[config.mk]
export PLATFORM = sky130hd
export DESIGN_NAME = cipherx_stream_loader
export DESIGN_NICKNAME = d
export VERILOG_FILES = /design/src/rtl/cipherx_pkg.sv /design/src/rtl/cipherx_word_packer.sv /design/src/rtl/cipherx_stream_loader.sv
export SDC_FILE = /design/constraint.sdc
export NUM_CORES = 1
export LEC_CHECK = 0
export ABC_AREA = 1
export CAP_MARGIN = 30
export CORE_ASPECT_RATIO = 0.8
export CORE_MARGIN = 2
export CORE_UTILIZATION = 52
export CTS_CLUSTER_SIZE = 25
export DETAILED_ROUTE_END_ITERATION = 7
export GPL_TIMING_DRIVEN = 1
export PLACE_DENSITY = 0.93
export SYNTH_ARGS = -nofsm -noshare
export SYNTH_HDL_FRONTEND = slang
export SYNTH_SLANG_ARGS = --single-unit
[constraint.sdc]
create_clock -name clk_i -period 3.07 [get_ports clk_i]
set_input_delay 0.4605 -clock clk_i [delete_from_list [all_inputs] [get_ports clk_i]]
set_output_delay 0.4605 -clock clk_i [all_outputs]
set_load 0.005 [all_outputs]
[src/rtl/cipherx_pkg.sv]
// Shared types and constants for the CipherX stream loader.
// The byte-swap helpers serve the CIPHERX_LOADER_BSWAP_EN build option.
package cipherx_pkg;

    localparam int unsigned CIPHERX_DATA_W = 32;
    localparam int unsigned CIPHERX_BLK_W  = 128;
    localparam int unsigned CIPHERX_WORDS  = CIPHERX_BLK_W / CIPHERX_DATA_W;
    localparam int unsigned CIPHERX_IDX_W  = 3;
    localparam int unsigned CIPHERX_CNT_W  = 16;
    localparam int unsigned CIPHERX_OCNT_W = 2;

    typedef enum logic [2:0] {
        ST_LOAD  = 3'd0,
        ST_START = 3'd1,
        ST_WAIT  = 3'd2,
        ST_CAPT  = 3'd3,
        ST_DRAIN = 3'd4
    } cipherx_state_e;

    typedef struct packed {
        logic [CIPHERX_BLK_W-1:0] key;
        logic [CIPHERX_BLK_W-1:0] plaintext;
    } cipherx_operands_t;

    function automatic logic [CIPHERX_DATA_W-1:0] bswap32(input logic [CIPHERX_DATA_W-1:0] w);
        return {w[7:0], w[15:8], w[23:16], w[31:24]};
    endfunction

    // Byte-reverses each 32-bit word of a block in place; word order is kept.
    function automatic logic [CIPHERX_BLK_W-1:0] bswap_blk(input logic [CIPHERX_BLK_W-1:0] b);
        logic [CIPHERX_BLK_W-1:0] r;
        r = '0;
        for (int unsigned i = 0; i < CIPHERX_WORDS; i++) begin
            r[i*CIPHERX_DATA_W +: CIPHERX_DATA_W] = bswap32(b[i*CIPHERX_DATA_W +: CIPHERX_DATA_W]);
        end
        return r;
    endfunction

endpackage

[src/rtl/cipherx_word_packer.sv]
// Shift-in register assembling key (words 0-3) and plaintext (words 4-7),
// MS word first, plus the 3-bit accepted-word index.
module cipherx_word_packer
    import cipherx_pkg::*;
(
    input  logic                       clk_i,
    input  logic                       rst_n_i,
    input  logic                       load_en_i,
    input  logic                       clear_i,
    input  logic [CIPHERX_DATA_W-1:0]  word_i,
    output cipherx_operands_t          ops_o,
    output logic [CIPHERX_IDX_W-1:0]   idx_next_c,
    output logic                       last_word_c
);

    logic [CIPHERX_IDX_W-1:0] idx_q;

    always_comb begin
        idx_next_c  = idx_q;
        last_word_c = 1'b0;
        if (clear_i) begin
            idx_next_c = '0;
        end else if (load_en_i) begin
            idx_next_c  = idx_q + CIPHERX_IDX_W'(1);
            last_word_c = (idx_q == CIPHERX_IDX_W'(7));
        end
    end

    // Index bit 2 selects plaintext; shifting left lands word 0 in the MS slot.
    always_ff @(posedge clk_i or negedge rst_n_i) begin
        if (!rst_n_i) begin
            idx_q <= '0;
            ops_o <= '0;
        end else begin
            idx_q <= idx_next_c;
            if (load_en_i && !clear_i) begin
                if (!idx_q[2]) begin
                    ops_o.key <= {ops_o.key[CIPHERX_BLK_W-CIPHERX_DATA_W-1:0], word_i};
                end else begin
                    ops_o.plaintext <= {ops_o.plaintext[CIPHERX_BLK_W-CIPHERX_DATA_W-1:0], word_i};
                end
            end
        end
    end

endmodule

[src/rtl/cipherx_stream_loader.sv]
// Word-serial loader/unloader around the 128-bit AES core.
// Optional CIPHERX_LOADER_BSWAP_EN byte-reverses every stream word in and out.
module cipherx_stream_loader
    import cipherx_pkg::*;
(
    input  logic                       clk_i,
    input  logic                       rst_n_i,
    input  logic                       s_valid_i,
    output logic                       s_ready_o,
    input  logic [CIPHERX_DATA_W-1:0]  s_data_i,
    output logic                       m_valid_o,
    input  logic                       m_ready_i,
    output logic [CIPHERX_DATA_W-1:0]  m_data_o,
    output logic                       m_last_o,
    output logic                       aes_start_o,
    output logic [CIPHERX_BLK_W-1:0]   aes_key_o,
    output logic [CIPHERX_BLK_W-1:0]   aes_plaintext_o,
    input  logic                       aes_done_i,
    input  logic [CIPHERX_BLK_W-1:0]   aes_ciphertext_i,
    output logic                       busy_o,
    output logic [CIPHERX_CNT_W-1:0]   blk_cnt_o
);

    cipherx_state_e              state_q, state_d;
    cipherx_operands_t           ops;
    logic [CIPHERX_DATA_W-1:0]   word_in;
    logic [CIPHERX_BLK_W-1:0]    ct_in;
    logic [CIPHERX_BLK_W-1:0]    obuf_q;
    logic [CIPHERX_OCNT_W-1:0]   out_cnt_q;
    logic [CIPHERX_IDX_W-1:0]    idx_next;
    logic                        last_word;
    logic                        accept_c;
    logic                        out_hs_c;
    logic                        blk_done_c;
    logic                        s_ready_d, aes_start_d, m_valid_d, busy_d;

`ifdef CIPHERX_LOADER_BSWAP_EN
    assign word_in = bswap32(s_data_i);
    assign ct_in   = bswap_blk(aes_ciphertext_i);
`else
    assign word_in = s_data_i;
    assign ct_in   = aes_ciphertext_i;
`endif

    assign accept_c   = s_valid_i && s_ready_o;
    assign out_hs_c   = m_valid_o && m_ready_i;
    assign blk_done_c = out_hs_c && m_last_o;

    cipherx_word_packer u_packer (
        .clk_i       (clk_i),
        .rst_n_i     (rst_n_i),
        .load_en_i   (accept_c),
        .clear_i     (blk_done_c),
        .word_i      (word_in),
        .ops_o       (ops),
        .idx_next_c  (idx_next),
        .last_word_c (last_word)
    );

    assign aes_key_o       = ops.key;
    assign aes_plaintext_o = ops.plaintext;
    assign m_data_o        = obuf_q[CIPHERX_BLK_W-1 -: CIPHERX_DATA_W];

    // Next state; registered outputs are decoded from the next state.
    always_comb begin
        state_d = state_q;
        case (state_q)
            ST_LOAD:  if (last_word)  state_d = ST_START;
            ST_START:                 state_d = ST_WAIT;
            ST_WAIT:  if (aes_done_i) state_d = ST_CAPT;
            ST_CAPT:                  state_d = ST_DRAIN;
            ST_DRAIN: if (blk_done_c) state_d = ST_LOAD;
            default:                  state_d = ST_LOAD;
        endcase
        s_ready_d   = (state_d == ST_LOAD);
        aes_start_d = (state_d == ST_START);
        m_valid_d   = (state_d == ST_DRAIN);
        busy_d      = !((state_d == ST_LOAD) && (idx_next == '0));
    end

    always_ff @(posedge clk_i or negedge rst_n_i) begin
        if (!rst_n_i) begin
            state_q     <= ST_LOAD;
            s_ready_o   <= 1'b1;
            aes_start_o <= 1'b0;
            m_valid_o   <= 1'b0;
            busy_o      <= 1'b0;
        end else begin
            state_q     <= state_d;
            s_ready_o   <= s_ready_d;
            aes_start_o <= aes_start_d;
            m_valid_o   <= m_valid_d;
            busy_o      <= busy_d;
        end
    end

    // Output buffer shifts left so m_data_o is always a flop slice.
    always_ff @(posedge clk_i or negedge rst_n_i) begin
        if (!rst_n_i) begin
            obuf_q    <= '0;
            out_cnt_q <= '0;
            m_last_o  <= 1'b0;
            blk_cnt_o <= '0;
        end else if (state_q == ST_CAPT) begin
            obuf_q    <= ct_in;
            out_cnt_q <= '0;
            m_last_o  <= 1'b0;
        end else if (out_hs_c) begin
            obuf_q    <= {obuf_q[CIPHERX_BLK_W-CIPHERX_DATA_W-1:0], CIPHERX_DATA_W'(0)};
            out_cnt_q <= out_cnt_q + CIPHERX_OCNT_W'(1);
            m_last_o  <= (out_cnt_q == CIPHERX_OCNT_W'(2));
            if (m_last_o) begin
                blk_cnt_o <= blk_cnt_o + CIPHERX_CNT_W'(1);
            end
        end
    end

endmodule

==> flow_metrics.env <==
export IMPL_drt_vias_per_instance=5.47
export IMPL_ant_nets=0
export IMPL_setup_tns_ps=0
export IMPL_yosysUniqueCellTypes=36
export IMPL_dieArea_mm2=0.0339
export IMPL_min_path_type="in -> async"
export IMPL_antenna_found_initial=3
export IMPL_start_kind="flop"
export IMPL_layout_nets=2382
export IMPL_syn_nets=1987
export IMPL_grt_usage=0.295
export IMPL_cts_buffers=41
export IMPL_io_buffers=473
export IMPL_syn_area_mm2=0.0169
export IMPL_tightest_slew_ps=1060
export IMPL_cp_required_ps=3440
export IMPL_coreArea_mm2=0.0316
export IMPL_ff2ff_setup_slack_ps=740
export IMPL_final_setup_viol_count=0
export IMPL_crit_type="reg -> reg"
export IMPL_worst_setup_path_end_kind="flop"
export IMPL_fmax_mhz=430
export IMPL_crit_family="simple AND/OR/NAND/NOR gates"
export IMPL_initial_utilization=0.533
export IMPL_clock_sinks=413
export IMPL_drv_slew=0
export IMPL_syn_avg_cell_area_um2=9.27
export IMPL_cp_arrival_ps=2700
export IMPL_drtPass1Iterations=6
export IMPL_clkLatencyLatePin_ps=530
export IMPL_cp_cell_sequence="nand2_4 > inv_4 > nand2_4 > nand3b_4 > buf_12 > o21ai_0"
export IMPL_async_flop_share=1.00
export IMPL_vias=14600
export IMPL_drt_iter0_drc=1395
export IMPL_grt_pass1_vias=14200
export IMPL_grt_remaining_overflow=0
export IMPL_postCtsSetupBuffers=0
export IMPL_power_density_mw_per_mm2=1040
export IMPL_drv_cap=0
export IMPL_r2r_start="m_valid_o"
export IMPL_irDropWorstVdd_mv=0.727
export IMPL_rsz0062_at_grt="no"
export IMPL_crit_top_cell="nand2_4"
export IMPL_fin_cells=2662
export IMPL_postSynthCellCount=1818
export IMPL_power_leakage_nw=10.7
export IMPL_grt_max_degree=134
export IMPL_drc=0
export IMPL_clk_pin_slew_ps=70
export IMPL_die_h_um=165
export IMPL_yosys_warnings=0
export IMPL_syn_to_final_growth_pct=35.7
export IMPL_cts_tree="yes"
export IMPL_place_inst=2589
export IMPL_dpl_hpwl_mm=36.0
export IMPL_clock_skew_final_ps=16.7
export IMPL_synth_top_flop_cell="dfrtp_1"
export IMPL_crit_buf_inv=2
export IMPL_ioPinCount=474
export IMPL_synth_edff_count=0
export IMPL_reg2reg_to="u_packer.ops_o[173]"
export IMPL_period_share=0.758
export IMPL_yosysSeqAreaShare=0.613
export IMPL_grt_pass1_wl_mm=77.1
export IMPL_cts_root_buf="clkbuf_16"
export IMPL_crit_path_max_incr_delay_ps=590
export IMPL_post_route_min_period_ps=2330
export IMPL_outcome="complete, no violations"
export IMPL_wirelength_mm=51.0
export IMPL_cts_max_path_buffers=3
export IMPL_hold_viol_final=0
export IMPL_slew_headroom=0.296
export IMPL_slowest_stage="o21ai_0"
export IMPL_layout_drive_gt1_share=0.0411
export IMPL_p_total_mw=23.8
export IMPL_rows=58
export IMPL_ys_ff_latch=413
export IMPL_crit_fanout=133
export IMPL_cts_htree_levels=2
export IMPL_die_x_um=205
export IMPL_place_gp_congestion=0.928
export IMPL_wire_per_inst_um=19.2
export IMPL_reg2reg_depth=6
## cells in the final DEF (no fill, tap or decap), types with 5 or more instances in the layout
cell type and n:
nand3_1 131, o21ai_0 211, a31oi_1 32, inv_1 214, buf_4 14, clkbuf_8 5
xor2_1 7, o211ai_1 6, o21ai_1 11, dfrtp_1 412, a21oi_1 64, buf_12 8
clkbuf_16 41, clkinv_2 5, clkbuf_1 14, nand4_1 7, o311ai_0 31, clkdlybuf4s50_1 472
nand2_1 403, nor2_1 116
## cell type report
| cell class | instances | area [um2] |
|---|---|---|
| antenna | 1 | 2.50 |
| timing repair buffer | 496 | 5010 |
| tap | 420 | 526 |
| sequential | 413 | 10300 |
| fill | 2095 | 8770 |
| inverter | 216 | 813 |
| multi-input combinational | 1045 | 4920 |
| clock buffer | 60 | 1150 |
| clock inverter | 11 | 118 |
## synth_stat cells, types with 2 or more instances
cell type | n | area share
o21ai_1 | 11 | 0.0033
o21ai_0 | 211 | 0.063
a21oi_1 | 64 | 0.019
dfrtp_1 | 412 | 0.61
xnor2_1 | 3 | 0.0016
buf_2 | 78 | 0.023
nand2_2 | 2 | 0.00074
nor2_1 | 117 | 0.026
clkbuf_1 | 12 | 0.0027
nand4_1 | 7 | 0.0026
nor2_4 | 2 | 0.0013
nand2_1 | 403 | 0.090
o211ai_1 | 6 | 0.0027
a31oi_1 | 32 | 0.012
clkbuf_2 | 8 | 0.0024
buf_1 | 2 | 0.00045
o311ai_0 | 31 | 0.016
nor3_1 | 3 | 0.00089
nand3_2 | 2 | 0.0012
xor2_1 | 7 | 0.0036
nand3_1 | 131 | 0.039
buf_4 | 43 | 0.019
ha_1 | 4 | 0.0030
nand3b_1 | 2 | 0.00089
inv_1 | 214 | 0.048
## worst register-to-register path: stages (launching register included)
cell      delay (ps)
dfrtp_1          430
nand2_4          280
inv_4             70
nand2_4          110
nand3b_4         280
buf_12           350
o21ai_0          650
## registers in the layout, summed over array words and instances, names as in the netlist
name / cells
busy_o: 1
m_last_o: 1
out_cnt_q: 2
u_packer.idx_q: 3
obuf_q: 128
u_packer.ops_o: 256
state_q: 3
blk_cnt_o: 16
m_valid_o: 1
aes_start_o: 1
s_ready_o: 1
## kinds of logic (layout without fill, tap and decap cells)
| logic type | after synthesis | after routing | synth area share |
|---|---|---|---|
| compound gates | 358 | 358 | 0.117 |
| flops | 413 | 413 | 0.613 |
| buf+inv | 360 | 783 | 0.0967 |
| other cells | 0 | 1 | 0 |
| simple gates | 673 | 673 | 0.165 |
| xor+xnor | 10 | 10 | 0.00520 |
| fa+ha+maj | 4 | 4 | 0.00297 |
## worst max-delay path by stage
stage,start,to,slack [ps],cells past startpoint
after floorplan,s_ready_o,u_packer.ops_o[3],1650,7
after detailed placement,m_ready_i,u_packer.ops_o[154],520,7
after CTS,m_valid_o,u_packer.ops_o[173],790,6
final,m_valid_o,u_packer.ops_o[173],740,6
after global routing,m_valid_o,u_packer.ops_o[173],710,6
after global placement,m_ready_i,obuf_q[78],630,5
## report_power, final
part	internal, mW	total (mW)	switching [mW]
Combinational	4.73	9.07	4.34
Sequential	7.89	9.82	1.93
Clock	2.76	4.85	2.09
## what timing repair did
action | 4_1_cts | 5_1_grt
endpoints found under the hold margin | 54 | 0
gates resized for setup | 0 | 0
hold buffers | 1 | 0
## stage by stage
stage / setup WS [ps] / util / hold WS [ps] / instance area (um2)
global route: 706 / 0.723 / 478 / 22900
CTS: 790 / 0.723 / 463 / 22900
floorplan: 1650 / - / 165 / 16900
global placement: 632 / 0.683 / 453 / 21600
finish: 743 / 0.723 / 476 / 22900
detailed placement: 519 / 0.683 / 456 / 21600
## routing by layer
metal | share of wire | track usage | wire length (um) | vias to the layer above
li1 | - | - | - | 6602
met1 | 0.38 | 0.371 | 19200 | 7034
met2 | 0.48 | 0.481 | 24500 | 741
met3 | 0.088 | 0.0722 | 4510 | 176
met4 | 0.054 | 0.150 | 2730 | 6
met5 | 0.00086 | 0 | 44 | -
(Power assumes the default switching activity.)
